File: src/rtl/spybuffer_pkg.sv
// Shared types and constants for the spy buffer event reader: word classes,
// reader states, framing tags and the tag/classification helpers.
package spybuffer_pkg;

  localparam int DATA_WIDTH_DEFAULT      = 64;
  localparam int MAX_EVENT_WORDS_DEFAULT = 4096;
  localparam logic [7:0] HEADER_TAG_DEFAULT = 8'hAB;
  localparam logic [7:0] FOOTER_TAG_DEFAULT = 8'hCD;

  typedef enum logic [1:0] {WC_DATA, WC_HEADER, WC_FOOTER, WC_META} word_class_e;

  typedef enum logic {ST_IDLE, ST_IN_EVENT} reader_state_e;

  // Tag lives in the top byte of the payload; payload is zero-extended to 64 bits.
  function automatic logic [7:0] extract_tag(input logic [63:0] payload, input int unsigned dw);
    logic [63:0] shifted;
    shifted = payload >> (dw - 8);
    return shifted[7:0];
  endfunction

  function automatic word_class_e classify_word(input logic flag, input logic [7:0] tag,
                                                input logic [7:0] hdr_tag, input logic [7:0] ftr_tag);
    if (!flag)          return WC_DATA;
    if (tag == hdr_tag) return WC_HEADER;
    if (tag == ftr_tag) return WC_FOOTER;
    return WC_META;
  endfunction

endpackage

File: src/rtl/spybuffer_event_reader_skid.sv
// Two-entry registered FIFO absorbing the spy buffer read latency; entry 0 is
// always the head so the head output comes straight from a flop.
module spy_skid_fifo #(
  parameter int W = 65
) (
  input  logic         clock,
  input  logic         reset,
  input  logic         push,
  input  logic [W-1:0] push_data,
  input  logic         pop,
  output logic [1:0]   count,
  output logic [W-1:0] head
);

  logic [W-1:0] ent0_q, ent0_d, ent1_q, ent1_d;
  logic [1:0]   count_q, count_d, after_pop;

  always_comb begin
    ent0_d    = ent0_q;
    ent1_d    = ent1_q;
    after_pop = count_q;
    if (pop && count_q != 2'd0) begin
      ent0_d    = ent1_q;
      after_pop = count_q - 2'd1;
    end
    count_d = after_pop;
    if (push) begin
      if (after_pop == 2'd0) ent0_d = push_data;
      else                   ent1_d = push_data;
      count_d = after_pop + 2'd1;
    end
  end

  always_ff @(posedge clock) begin
    if (!reset) begin
      ent0_q  <= '0;
      ent1_q  <= '0;
      count_q <= 2'd0;
    end else begin
      ent0_q  <= ent0_d;
      ent1_q  <= ent1_d;
      count_q <= count_d;
    end
  end

  assign count = count_q;
  assign head  = ent0_q;

endmodule

File: src/rtl/spybuffer_event_reader.sv
// Drains the input spy buffer, validates header/data/footer framing and forwards
// framed events downstream. Optional counters: define EVENT_READER_STATS_EN.
module spybuffer_event_reader
  import spybuffer_pkg::*;
#(
  parameter int         DATA_WIDTH      = DATA_WIDTH_DEFAULT,
  parameter int         MAX_EVENT_WORDS = MAX_EVENT_WORDS_DEFAULT,
  parameter logic [7:0] HEADER_TAG      = HEADER_TAG_DEFAULT,
  parameter logic [7:0] FOOTER_TAG      = FOOTER_TAG_DEFAULT,
  localparam int        CW              = $clog2(MAX_EVENT_WORDS + 1)
) (
  input  logic                  clock,
  input  logic                  reset,
  input  logic [DATA_WIDTH:0]   buffer_read_data,
  input  logic                  buffer_empty,
  output logic                  buffer_read_enable,
  output logic [DATA_WIDTH:0]   out_data,
  output logic                  out_valid,
  input  logic                  out_ready,
  output logic                  event_done,
  output logic [CW-1:0]         event_words,
  output logic                  err_orphan,
  output logic                  err_no_footer,
  output logic                  err_overflow,
  input  logic                  clear_errors
`ifdef EVENT_READER_STATS_EN
  ,
  output logic [31:0]           stat_events,
  output logic [31:0]           stat_dropped
`endif
);

  logic [1:0]          skid_count;
  logic [DATA_WIDTH:0] skid_head;
  logic                skid_pop;
  logic [63:0]         payload_ext;
  word_class_e         head_class;
  logic                head_valid, head_drop, accept;
  logic                set_orphan, set_overflow;

  logic                inflight_q;
  reader_state_e       state_q, state_d;
  logic [CW-1:0]       count_q, count_d, event_words_q, event_words_d;
  logic                event_done_q, event_done_d;
  logic                err_orphan_q, err_orphan_d;
  logic                err_no_footer_q, err_no_footer_d;
  logic                err_overflow_q, err_overflow_d;

  // Occupancy plus the read still in flight must stay below the skid depth.
  assign buffer_read_enable = reset && !buffer_empty &&
                              (({1'b0, skid_count} + {2'b00, inflight_q}) < 3'd2);

  spy_skid_fifo #(.W(DATA_WIDTH + 1)) u_skid (
    .clock     (clock),
    .reset     (reset),
    .push      (inflight_q),
    .push_data (buffer_read_data),
    .pop       (skid_pop),
    .count     (skid_count),
    .head      (skid_head)
  );

  assign payload_ext = 64'(skid_head[DATA_WIDTH-1:0]);
  assign head_class  = classify_word(skid_head[DATA_WIDTH], extract_tag(payload_ext, DATA_WIDTH),
                                     HEADER_TAG, FOOTER_TAG);
  assign head_valid  = (skid_count != 2'd0);

  always_comb begin
    head_drop    = 1'b0;
    set_orphan   = 1'b0;
    set_overflow = 1'b0;
    if (head_valid) begin
      if (state_q == ST_IDLE) begin
        if (head_class != WC_HEADER) begin
          head_drop  = 1'b1;
          set_orphan = 1'b1;
        end
      end else if (head_class == WC_DATA && count_q >= CW'(MAX_EVENT_WORDS)) begin
        head_drop    = 1'b1;
        set_overflow = 1'b1;
      end
    end
  end

  assign out_valid = head_valid && !head_drop;
  assign out_data  = skid_head;
  assign accept    = out_valid && out_ready;
  assign skid_pop  = head_valid && (head_drop || out_ready);

  // Clear first so that an error raised in the same cycle survives.
  always_comb begin
    state_d         = state_q;
    count_d         = count_q;
    event_done_d    = 1'b0;
    event_words_d   = event_words_q;
    err_orphan_d    = clear_errors ? 1'b0 : err_orphan_q;
    err_no_footer_d = clear_errors ? 1'b0 : err_no_footer_q;
    err_overflow_d  = clear_errors ? 1'b0 : err_overflow_q;
    if (set_orphan)   err_orphan_d   = 1'b1;
    if (set_overflow) err_overflow_d = 1'b1;
    if (accept) begin
      case (head_class)
        WC_HEADER: begin
          if (state_q == ST_IN_EVENT) err_no_footer_d = 1'b1;
          state_d = ST_IN_EVENT;
          count_d = '0;
        end
        WC_DATA:   count_d = count_q + CW'(1);
        WC_FOOTER: begin
          event_done_d  = 1'b1;
          event_words_d = count_q;
          state_d       = ST_IDLE;
          count_d       = '0;
        end
        default: ;
      endcase
    end
  end

  always_ff @(posedge clock) begin
    if (!reset) begin
      inflight_q      <= 1'b0;
      state_q         <= ST_IDLE;
      count_q         <= '0;
      event_done_q    <= 1'b0;
      event_words_q   <= '0;
      err_orphan_q    <= 1'b0;
      err_no_footer_q <= 1'b0;
      err_overflow_q  <= 1'b0;
    end else begin
      inflight_q      <= buffer_read_enable;
      state_q         <= state_d;
      count_q         <= count_d;
      event_done_q    <= event_done_d;
      event_words_q   <= event_words_d;
      err_orphan_q    <= err_orphan_d;
      err_no_footer_q <= err_no_footer_d;
      err_overflow_q  <= err_overflow_d;
    end
  end

  assign event_done    = event_done_q;
  assign event_words   = event_words_q;
  assign err_orphan    = err_orphan_q;
  assign err_no_footer = err_no_footer_q;
  assign err_overflow  = err_overflow_q;

`ifdef EVENT_READER_STATS_EN
  logic [31:0] stat_events_q, stat_events_d, stat_dropped_q, stat_dropped_d;

  always_comb begin
    stat_events_d  = stat_events_q + 32'(event_done_d);
    stat_dropped_d = stat_dropped_q + 32'(skid_pop && head_drop);
  end

  always_ff @(posedge clock) begin
    if (!reset) begin
      stat_events_q  <= '0;
      stat_dropped_q <= '0;
    end else begin
      stat_events_q  <= stat_events_d;
      stat_dropped_q <= stat_dropped_d;
    end
  end

  assign stat_events  = stat_events_q;
  assign stat_dropped = stat_dropped_q;
`endif

endmodule

File: config.mk
export PLATFORM = sky130hd
export DESIGN_NAME = spybuffer_event_reader
export DESIGN_NICKNAME = d
export VERILOG_FILES = /design/src/rtl/spybuffer_pkg.sv /design/src/rtl/spybuffer_event_reader_skid.sv /design/src/rtl/spybuffer_event_reader.sv
export SDC_FILE = /design/constraint.sdc
export NUM_CORES = 1
export LEC_CHECK = 0
export BUFFER_PORTS_ARGS = -buffer_cell sky130_fd_sc_hd__clkbuf_2
export CAP_MARGIN = 10
export CORE_MARGIN = 5
export CORE_UTILIZATION = 45
export DETAILED_ROUTE_END_ITERATION = 10
export HOLD_SLACK_MARGIN = 0.1
export PLACE_DENSITY = 0.71
export SLEW_MARGIN = 20
export SYNTH_ARGS = -nofsm -noshare
export SYNTH_HDL_FRONTEND = slang
export SYNTH_SLANG_ARGS = --single-unit
File: constraint.sdc
create_clock -name clock -period 5.1 [get_ports clock]
set_clock_uncertainty 0.1 [all_clocks]
set_input_delay 1.53 -clock clock [delete_from_list [all_inputs] [get_ports clock]]
set_output_delay 1.53 -clock clock [all_outputs]
set_load 0.05 [all_outputs]
# Word-level counts from Yosys, hierarchy flattened
# Cells that the tools add are included.
totals:
  elab_cells: 80
  regBits: 164
  inputBits: 70
classes:
  addsub: 4
  n_reduce_logical: 23
  mux: 34
  bitwise: 1
  order_cmp: 2
  n_eq_ne: 5
ops:
  columns: ["cell", "n"]
  rows:
  - ["two-way mux 65 bit", 3]
  - ["case mux 13 bit (2 select lines)", 1]
  - ["two-way mux 1 bit", 21]
  - ["equality test 8 bit, second input constant", 2]
  - ["two-way mux 2 bit", 8]
  - ["adder 13 x 1 -> 13 bit, second input constant", 1]
  - ["greater-or-equal comparator 13 bit, second input constant", 1]
  - ["AND reduction 2 bit", 5]
  - ["nonzero test 2 bit", 5]
  - ["logical AND 1 bit", 7]
  - ["zero test 2 bit", 2]
  - ["adder 2 x 1 -> 3 bit", 1]
  - ["< comparator 3 x 2 -> 1 bit, second input constant", 1]
  - ["adder 2 x 1 -> 2 bit, second input constant", 1]
  - ["equality test 2 x 1 -> 1 bit, second input constant", 1]
  - ["equality test 2 bit, second input constant", 1]
  - ["zero test 1 bit", 2]
  - ["inequality test 2 x 1 -> 1 bit, second input constant", 1]
  - ["case mux 1 bit (2 select lines)", 1]
  - ["OR reduction 2 bit", 1]
  - ["subtractor 2 x 1 -> 2 bit, second input constant", 1]
  - ["logical OR 1 bit", 1]
  - ["inverter 1 bit", 1]

# Depth between registers and ports, before layout
# Gate-level depths: netlist (run 1).
depth:
  word_depth: 20
  mapped_depth: 13
  depth_no_buf: 10

# Cells and area by module
# From an unflattened synthesis (run 1), not the netlist that was laid out.
hier_totals:
  cells_unflattened: 762
  hier_area_um2: 6542.5
by_module_without_submodules:
  columns: ["mod", "seq_area_each_um2", "instances", "area_each_um2", "cells_each"]
  rows:
  - ["spy_skid_fifo", 2642.5, 1, 5106.1, 591]
  - ["spybuffer_event_reader", 640.6, 1, 1436.4, 171]

# Least setup slack after synthesis (run 1)
# OpenSTA, ideal clock, no wires.
synth_timing:
  kind: "in2out"
  startpoint: "in reset"
  endpoint: "out buffer_read_enable"
  path_stages: 5
  arrival_time_ps: 3125
  path_slack_ps: 345
  path_buffers: 3
  path_cell_list: "clkbuf_1 -> clkbuf_1 -> buf_1 -> nand2_1 -> a21oi_1"
synth_via:
  elab_chain_cells: 2
synth_lines:
  columns: ["element", "line", "text"]
  rows:
  - ["from (decl)", "spybuffer_event_reader.sv:13", "input logic reset,"]
  - ["logical AND 1 bit (2 in series)", "spybuffer_event_reader.sv:50", "assign buffer_read_enable = reset && !buffer_empty &&"]
  - ["to (decl)", "spybuffer_event_reader.sv:16", "output logic buffer_read_enable,"]
# Every way passes these cells.

# Worst setup path after layout (run 1)
layout_timing:
  startpoint: "in buffer_empty"
  endpoint: "out buffer_read_enable"
layout_via:
  elab_chain_cells: 3
layout_lines:
  columns: ["element", "line", "text"]
  rows:
  - ["from (decl)", "spybuffer_event_reader.sv:15", "input logic buffer_empty,"]
  - ["zero test 1 bit", "spybuffer_event_reader.sv:50", null]
  - ["logical AND 1 bit (2 in series)", "spybuffer_event_reader.sv:50", null]
# Every way passes these cells.

==> metrics.md, run 1 <==
| Metric | Value |
|---|---|
| Outcome | `completed` |
| Area delta synth->final | `21.3%` |
| Post-CTS setup buffers | `0` |
| DR vias/cell | `5.33` |
| Area leader, netlist | `dfxtp_1` |
| CP max FO | `2` |
| Fin cells | `1136` |
| Final instance area | `0.00812 mm^2` |
| CTS tree | `built` |
| Final setup viols | `0` |
| Slew Limit Headroom | `0.492` |
| Final WL | `16.4 mm` |
| Post-synthesis sequential element count | `164` |
| Yosys warning total | `0` |
| Share of layout cells above drive strength 1 | `0.210` |
| Synth Cell Area | `0.00669 mm^2` |
| CTS Buf Count | `17` |
| FFs w/ async S/R, synth | `0` |
| RePlAce Congestion | `0.782` |
| Fmax achieved | `0.258 GHz` |
| Syn Inst Count | `825` |
| Crit Path Class | `input port to primary output` |
| Final core utilization | `0.556` |
| Req. time, crit path | `3.47 ns` |
| Fin worst setup slack | `1.22 ns` |
| Post-DP HPWL | `10.7 mm` |
| Antenna violations before repair | `0` |
| Reg clk slew, reported paths | `0.06 ns` |
| # DRC | `0` |
| CP endpoint kind | `primary output` |
| Post-synth top cells | `271 x nand2_1, 164 x dfxtp_1, 70 x o21ai_0` |
| Crit path largest cell delay | `0.31 ns` |
| Crit-path leading delay family | `buffers and inverters` |
| Largest net degree at the start of global routing | `96` |
| Synthesized net count | `898` |
| Worst vdd ir | `0.324 mV` |
| Setup WS pre-CTS | `1.00 ns` |
| Reg-to-reg slack, setup | `1.88 ns` |
| Slew Limit Fails | `0` |
| CP max stage cell | `clkbuf_2` |
| Final net count | `1013` |
| Max-cap violations | `0` |
| Cell Rows | `44` |
| Vias in the first global route | `5779` |
| Critical path launch point type | `input port` |
| # fillers | `1372` |
| Post-synth top area share | `0.490` |
| Pleak | `3.04 nW` |
| Overflow after GRT | `0` |
| Cell Chain, Critical Path | `clkbuf_2, nor2_1, nand2_1, a21oi_1, clkbuf_2` |
| H-tree depth | `4` |
| Buf/Inv on CP | `2` |
| Hold Path Class | `flip-flop to flip-flop` |
| Post-CTS Hold Fix Bufs | `0` |
| Synth Flop Type | `dfxtp_1` |
| 1st-iter DRT viols | `327` |
| EDFF count, synth | `0` |
| Sequential cell area | `0.00328 mm^2` |
| Period utilization | `0.760` |
| Die Ht | `132 um` |
| Clock Path Buffers | `2` |
| Diodes inserted | `0` |
| Tot GR Track Use | `0.188` |
| Wire per inst | `14.4 um` |
| RSZ-0062 raised after global routing | `no` |
| Die width | `132 um` |
| Pwr/cell area | `557 mW/mm^2` |
| Final min period | `3.88 ns` |
| DP Area | `0.00755 mm^2` |
| CORE AREA | `0.0146 mm^2` |
| Initial Util | `0.459` |
| Total negative slack | `0 ns` |
| Post-Place Cells | `1105` |
| First-pass GRT wire length | `27.9 mm` |
| Multi-input gate area | `0.00314 mm^2` |
| Vias | `6057` |
| Most frequent cell on the critical path | `clkbuf_2` |
| Worst-Margin Slew | `0.762 ns` |
| ANT nets after route | `0` |
| Worst skew pair latency | `0.41 ns` |
| Root Driver | `clkbuf_16` |
| Synth area leaders | `dfxtp_1 49%, nand2_1 15%, a21boi_0 7.3%, a31oi_1 6.3%, o21ai_0 5.2%` |
| Sink Count | `164` |
| Final Hold Viols | `0` |
| Full die area | `0.0174 mm^2` |
| Arrival time at the worst endpoint | `2.25 ns` |
| # port buffers | `153` |
| Count of different cell masters after synthesis | `41` |
| Count leader, synth | `nand2_1` |
| Register area share after synthesis | `0.490` |
| IO Count | `154` |
| Syn_area_per_cell | `8.11 um^2` |
| Resize count post-CTS | `0` |
| Drt pass-1 iters | `5` |
[state kept, by name, summed over array words and instances, names as in the netlist, 2 cells and up]
register and cells:
u_skid.ent1_q 65, u_skid.head 65, count_q 13, event_words 13, u_skid.count 2
[routing by layer]
layer / track usage / vias up / part of all wire
li1: - / 3054 / -
met1: 0.247 / 2822 / 0.46
met2: 0.304 / 167 / 0.46
met3: 0.0557 / 14 / 0.060
met4: 0.0491 / 0 / 0.011
met5: 0 / - / 0
[where the power goes]
| group | switching (mW) | internal, mW | leakage [nW] |
|---|---|---|---|
| combinational | 1.21 | 0.375 | 1.43 |
| clock | 0.490 | 0.743 | 0.280 |
| sequential | 0.159 | 1.54 | 1.33 |
[metrics by stage]
| stage | hold WS [ns] | power, mW |
|---|---|---|
| after global routing | 0.386 | 4.78 |
| final | 0.362 | 4.52 |
| after CTS | 0.367 | 4.57 |
| after floorplan | 0.344 | 2.90 |
| after global placement | 0.351 | 3.31 |
| after detailed placement | 0.358 | 3.33 |
[tightest hold or removal path, stage by stage, from the launching register on]
cell,delay (ns)
dfxtp_1,0.30
nand2_1,0.05
a21boi_0,0.06
[path summary, 6_finish.rpt]
kind,start,endpoint,cells past startpoint
max reg2reg,u_skid.head[64],u_skid.ent1_q[14],9
max,buffer_empty,buffer_read_enable,5
min reg2reg,u_skid.ent1_q[7],u_skid.ent1_q[7],2
min,u_skid.ent1_q[7],u_skid.ent1_q[7],2
[placed cells by master (no fill, tap or decap), types with 2 or more instances in the layout]
cell type / synthesis / layout
nand2_1: 271 / 270
dfxtp_1: 164 / 164
clkbuf_2: 0 / 152
o21ai_0: 70 / 70
a31oi_1: 67 / 67
a21boi_0: 65 / 65
nor2b_1: 18 / 17
clkbuf_16: 0 / 17
a21oi_1: 14 / 14
mux2i_1: 14 / 14
buf_4: 2 / 10
o31ai_1: 8 / 8
or4_1: 7 / 7
inv_1: 5 / 5
nor2_1: 5 / 5
nand2b_1: 5 / 4
and3_1: 4 / 4
nand4_1: 4 / 4
or3_1: 4 / 4
clkinv_2: 0 / 4
a32oi_1: 3 / 3
and2_1: 3 / 3
nand3_1: 3 / 3
ha_1: 3 / 3
clkbuf_1: 44 / 3
xnor2_1: 2 / 2
o21a_1: 3 / 2
bufinv_16: 0 / 2
clkinv_4: 0 / 2
clkbuf_8: 0 / 2
buf_12: 0 / 2
[final cells by class]
| type | count | share of cell area |
|---|---|---|
| clock buffer | 22 | 0.0572 |
| clock inverter | 9 | 0.0129 |
| inverter | 5 | 0.00231 |
| multi-input combinational | 588 | 0.387 |
| sequential | 164 | 0.405 |
| tap | 184 | 0.0284 |
| timing repair buffer | 164 | 0.108 |
[kinds of logic after synthesis]
family / Yosys count / synth area share
and+or+nand+nor: 334 / 0.214
DFF: 164 / 0.490
xor gates and xnor gates: 2 / 0.00262
AOI/OAI and AO/OA: 235 / 0.221
buffers and inverters: 73 / 0.0458
adders and majority gates: 3 / 0.00561
muxes: 14 / 0.0209
(Power assumes the default switching activity.)
==> run 2: changes to the inputs <==
--- a/config.mk
+++ b/config.mk
@@ -5,13 +5,14 @@
 export SDC_FILE = /design/constraint.sdc
 export NUM_CORES = 1
 export LEC_CHECK = 0
+export ABC_AREA = 1
 export BUFFER_PORTS_ARGS = -buffer_cell sky130_fd_sc_hd__clkbuf_2
 export CAP_MARGIN = 10
 export CORE_MARGIN = 5
 export CORE_UTILIZATION = 45
 export DETAILED_ROUTE_END_ITERATION = 10
 export HOLD_SLACK_MARGIN = 0.1
-export PLACE_DENSITY = 0.71
+export PLACE_DENSITY = 0.73
 export SLEW_MARGIN = 20
 export SYNTH_ARGS = -nofsm -noshare
 export SYNTH_HDL_FRONTEND = slang
==> constraint.sdc (replaced) <==
create_clock -name clock -period 3.3 [get_ports clock]
set_clock_uncertainty 0.1 [all_clocks]
set_input_delay 0.99 -clock clock [delete_from_list [all_inputs] [get_ports clock]]
set_output_delay 0.99 -clock clock [all_outputs]
set_load 0.05 [all_outputs]
==> run 2 against run 1 <==
Critical path depth up 2. Clock-buffer cell count down 1. Flip-flop and latch count unchanged. Worst setup slack worse by 0.81 ns. Register-to-register slack worse by 1.2 ns. Non-clock buffer count up 6. Power up 77%. Via count up 11%. Core utilization up 0.18 points. First-iteration DRC count up 53%. Wire length up 15%. Combinational power up 97%. Largest power group is now combinational logic. Highest routed layer unchanged.
==> metrics.md, run 2 <==
| Metric | Value |
|---|---|
| Arrival time at the worst endpoint | `1.80 ns` |
| Register area share after synthesis | `0.474` |
| Most common cell after layout, fill and taps aside | `dfxtp_1` |
| Initial Util | `0.457` |
| CORE AREA | `0.0151 mm^2` |
| Vias in the first global route | `6289` |
| Crit-path leading delay family | `simple AND/OR/NAND/NOR gates` |
| Outcome | `completed` |
| Fin cells | `1267` |
| CP max FO | `6` |
| Vias | `6736` |
| Post-DP HPWL | `11.9 mm` |
| Pleak | `3.76 nW` |
| CTS tree | `built` |
| H-tree depth | `4` |
| Synth Cell Area | `0.00692 mm^2` |
| FFs w/ async S/R, synth | `0` |
| Post-synthesis sequential element count | `164` |
| Count leader, synth | `dfxtp_1` |
| Period utilization | `0.875` |
| Antenna violations before repair | `0` |
| Die width | `134 um` |
| First-pass GRT wire length | `31.1 mm` |
| Final Hold Viols | `0` |
| Area leader, netlist | `dfxtp_1` |
| Reg-to-reg slack, setup | `0.66 ns` |
| Largest net degree at the start of global routing | `83` |
| Worst-Margin Slew | `0.747 ns` |
| Post-CTS Hold Fix Bufs | `0` |
| Pwr/cell area | `948 mW/mm^2` |
| RePlAce Congestion | `0.865` |
| Slew Limit Fails | `0` |
| Commonest non-fill, non-tap cells in the layout | `164 x dfxtp_1, 160 x nor2_1, 151 x clkbuf_2` |
| Diodes inserted | `0` |
| Fmax achieved | `0.346 GHz` |
| 1st-iter DRT viols | `499` |
| Overflow after GRT | `0` |
| Crit path largest cell delay | `0.42 ns` |
| CTS Buf Count | `17` |
| Sink Count | `164` |
| Count of different cell masters after synthesis | `29` |
| Full die area | `0.0180 mm^2` |
| EDFF count, synth | `0` |
| Hold WS | `0.366 ns` |
| Synth area leaders | `dfxtp_1 47%, nand3_1 9.6%, nor2_1 8.7%, o21ai_0 8.4%, nand2_1 7.7%` |
| Req. time, crit path | `2.21 ns` |
| CP max stage cell | `dfxtp_1` |
| Clock Path Buffers | `2` |
| Worst skew pair latency | `0.43 ns` |
| Post-synth top cells | `164 x dfxtp_1, 161 x nor2_1, 142 x nand2_1` |
| Syn Inst Count | `950` |
| Wire per inst | `14.9 um` |
| Hold Path Class | `flip-flop to flip-flop` |
| Root Driver | `clkbuf_16` |
| Total negative slack | `0 ns` |
| Syn_area_per_cell | `7.29 um^2` |
| # port buffers | `153` |
| Cell Rows | `45` |
| Final setup viols | `0` |
| Worst vdd ir | `0.668 mV` |
| RSZ-0062 raised after global routing | `no` |
| # fillers | `1432` |
| Synth Flop Type | `dfxtp_1` |
| Die Ht | `134 um` |
| Buf/Inv on CP | `1` |
| Final WL | `18.9 mm` |
| Share of layout cells above drive strength 1 | `0.201` |
| Yosys warning total | `0` |
| Post-synth top area share | `0.474` |
| # DRC | `0` |
| Cell Chain, Critical Path | `nand2_1, nor2_2, nand3_4, nand2_4, nand2_4, nor2_2, clkbuf_2` |
| Resize count post-CTS | `0` |
| Max-cap violations | `0` |
| Final net count | `1139` |
| Tot GR Track Use | `0.211` |
| DR vias/cell | `5.32` |
| Crit Path Class | `flip-flop to primary output` |
| Post-Place Cells | `1235` |
| ANT nets after route | `0` |
| Final min period | `2.89 ns` |
| Post-CTS setup buffers | `0` |
| Synthesized net count | `1023` |
| Critical path launch point type | `flip-flop` |
| IO Count | `154` |
| Reg clk slew, reported paths | `0.06 ns` |
| Slew Limit Headroom | `0.502` |
| Area delta synth->final | `22.1%` |
| CP endpoint kind | `primary output` |
| Drt pass-1 iters | `4` |
-- run 2: cell types whose count changed after synthesis, sizes merged, moves of 8 or more --
cell	previous run	this run
nand3	3	135
nand2	271	146
inv	5	45
a31oi	67	51
o21ai	71	116
o31ai	8	0
a21boi	65	0
nor2	5	165
a21oi	14	33
mux2i	14	0
nor2b	18	0
-- run 2: layout make-up --
class / count / area (um^2) / area share
Clock buffer: 21 / 470 / 0.0557
Clock inverter: 11 / 150 / 0.0178
Inverter: 46 / 173 / 0.0204
Multi-Input combinational cell: 667 / 3180 / 0.376
Sequential cell: 164 / 3280 / 0.388
Tap cell: 188 / 235 / 0.0278
Timing Repair Buffer: 170 / 961 / 0.114
-- run 2: cells by family (layout without fill, tap and decap cells) --
family                     count (synthesis)  count (layout)  synth area share
and+or+nand+nor                          452             452             0.280
AOI/OAI and AO/OA                        202             202             0.156
DFF                                      164             164             0.474
buffers and inverters                    119             248            0.0714
xor gates and xnor gates                  10              10            0.0126
adders and majority gates                  3               3           0.00542
-- run 2: worst min-delay path: stages, from the launching register on --
cell	delay [ns]
dfxtp_1	0.31
nand2_1	0.06
a21oi_1	0.05
-- run 2: power by group --
part | switching [mW] | internal [mW] | total [mW]
clock | 0.825 | 1.25 | 2.08
sequential | 0.315 | 2.50 | 2.82
combinational | 2.33 | 0.785 | 3.11
total | 3.47 | 4.54 | 8.01
-- run 2: final timing paths --
| path | start | to | cells after the start |
|---|---|---|---|
| max reg2reg | u_skid.head[56] | u_skid.head[36] | 13 |
| min reg2reg | err_no_footer | err_no_footer | 2 |
| min | err_no_footer | err_no_footer | 2 |
| max | u_skid.head[56] | out_valid | 7 |
-- run 2: metal layers --
| layer | wire (um) | up-vias | GRT usage |
|---|---|---|---|
| met5 | 0 | - | 0 |
| li1 | - | 3401 | - |
| met1 | 8550 | 3119 | 0.279 |
| met2 | 8890 | 199 | 0.331 |
| met3 | 1250 | 17 | 0.0653 |
| met4 | 163 | 0 | 0.0701 |
-- run 2: per-stage QoR --
step / cell area [um^2] / util / total power, mW / setup slack (ns)
after global placement: 7830 / 0.517 / 5.93 / 0.422
after detailed placement: 7830 / 0.517 / 5.96 / 0.325
after floorplan: 6940 / - / 5.13 / 0.0249
final: 8450 / 0.558 / 8.01 / 0.412
after global routing: 8450 / 0.558 / 8.47 / 0.284
after CTS: 8450 / 0.558 / 8.05 / 0.374
==> run 3: changes to the inputs <==
--- a/config.mk
+++ b/config.mk
@@ -8,6 +8,7 @@
 export ABC_AREA = 1
 export BUFFER_PORTS_ARGS = -buffer_cell sky130_fd_sc_hd__clkbuf_2
 export CAP_MARGIN = 10
+export CORE_ASPECT_RATIO = 1.75
 export CORE_MARGIN = 5
 export CORE_UTILIZATION = 45
 export DETAILED_ROUTE_END_ITERATION = 10
==> run 3 against run 2 <==
Non-clock buffer count increased by 2. Sequential power is essentially flat. Combinational power barely moved. Via count up 1.8%. Critical path type unchanged. Register-to-register slack worse by 0.11 ns. Largest power group unchanged.
==> metrics.md, run 3 (synthesis gave the netlist of run 2 again) <==
| Metric | Value |
|---|---|
| Outcome | `completed` |
| Final setup viols | `0` |
| Fin cells | `1266` |
| Arrival time at the worst endpoint | `1.87 ns` |
| Final net count | `1141` |
| Final core utilization | `0.555` |
| Hold Path Class | `flip-flop to flip-flop` |
| Full die area | `0.0181 mm^2` |
| ANT nets after route | `0` |
| Clock Path Buffers | `2` |
| Post-CTS Hold Fix Bufs | `0` |
| Resize count post-CTS | `0` |
| # fillers | `1450` |
| # DRC | `0` |
| Worst-Margin Slew | `0.794 ns` |
| Final Hold Viols | `0` |
| Reg clk slew, reported paths | `0.06 ns` |
| 1st-iter DRT viols | `395` |
| Final min period | `2.96 ns` |
| Reg-to-reg slack, setup | `0.55 ns` |
| Total Power | `8.00 mW` |
| Post-CTS setup buffers | `0` |
| Cell Rows | `60` |
| Tot GR Track Use | `0.212` |
| Area delta synth->final | `22.2%` |
| Antenna violations before repair | `0` |
| Sink Count | `164` |
| RePlAce Congestion | `0.895` |
| Drt pass-1 iters | `5` |
| First-pass GRT wire length | `32.4 mm` |
| Critical path launch point type | `flip-flop` |
| # port buffers | `153` |
| Crit Path Class | `flip-flop to primary output` |
| Total negative slack | `0 ns` |
| Worst vdd ir | `0.590 mV` |
| CORE AREA | `0.0152 mm^2` |
| CTS tree | `built` |
| Slew Limit Headroom | `0.471` |
| CP max FO | `6` |
| Initial Util | `0.454` |
| Commonest non-fill, non-tap cells in the layout | `164 x dfxtp_1, 160 x nor2_1, 151 x clkbuf_2` |
| Post-DP HPWL | `12.8 mm` |
| Root Driver | `clkbuf_16` |
| H-tree depth | `4` |
| Wire per inst | `15.4 um` |
| DR vias/cell | `5.41` |
| Most common cell after layout, fill and taps aside | `dfxtp_1` |
| Largest net degree at the start of global routing | `93` |
| Fmax achieved | `0.338 GHz` |
| Die Ht | `174 um` |
| CP endpoint kind | `primary output` |
| Req. time, crit path | `2.21 ns` |
| CTS Buf Count | `17` |
| Die width | `104 um` |
| Max-cap violations | `0` |
| Period utilization | `0.896` |
| Vias in the first global route | `6661` |
| Pleak | `3.78 nW` |
| Vias | `6854` |
| Pwr/cell area | `946 mW/mm^2` |
| Slew Limit Fails | `0` |
| Diodes inserted | `0` |
| RSZ-0062 raised after global routing | `no` |
| Overflow after GRT | `0` |
| IO Count | `154` |
| Worst skew pair latency | `0.41 ns` |
| Final WL | `19.4 mm` |
| Share of layout cells above drive strength 1 | `0.202` |
| Post-Place Cells | `1235` |
## run 3: changes by cell type in the layout (fill, tap and decap cells not counted), sizes merged
cell / before / now
buf: 19 / 21
clkinvlp: 2 / 1
clkinv: 6 / 5
inv: 46 / 47
## run 3: area by class of cell
cell class                      count  area (um^2)  area share
Multi-Input combinational cell    667         3180       0.376
Tap cell                          186          233      0.0275
Clock buffer                       21          470      0.0556
Sequential cell                   164         3280       0.388
Clock inverter                     10          146      0.0173
Timing Repair Buffer              172          976       0.115
Inverter                           46          173      0.0204
## run 3: per-stage QoR
step	setup WS [ns]	hold WS, ns	area, um^2
after CTS	0.337	0.369	8460
after floorplan	0.0249	0.370	6940
after detailed placement	0.412	0.360	7850
after global routing	0.271	0.377	8460
after global placement	0.439	0.354	7850
final	0.343	0.363	8460
## run 3: worst max-delay path, cell delays in order, from the launching register on
cell and delay, ns:
dfxtp_1 0.35, inv_1 0.13, nand2_1 0.11, nor2_2 0.15
nand3_4 0.14, nand2_4 0.11, nand2_4 0.06, nor2_2 0.12
clkbuf_2 0.29
## run 3: final timing paths
check / startpoint / endpoint / depth (start not counted)
max reg2reg: u_skid.count[0] / u_skid.ent1_q[42] / 10
min reg2reg: err_overflow / err_overflow / 2
min: err_overflow / err_overflow / 2
max: u_skid.head[58] / out_valid / 8
## run 3: metal layers
layer  global-route usage  share of wire  vias to the layer above
met5                    0              0                        -
met4               0.0902          0.027                        0
met3               0.0472          0.049                       32
met2                0.377           0.53                      210
met1                0.243           0.40                     3214
li1                     -              -                     3398
## run 3: report_power, final
part | leakage, nW | internal (mW) | switching, mW
logic | 2.14 | 0.788 | 2.35
clock network | 0.300 | 1.26 | 0.798
registers | 1.34 | 2.50 | 0.309
total | 3.78 | 4.55 | 3.46
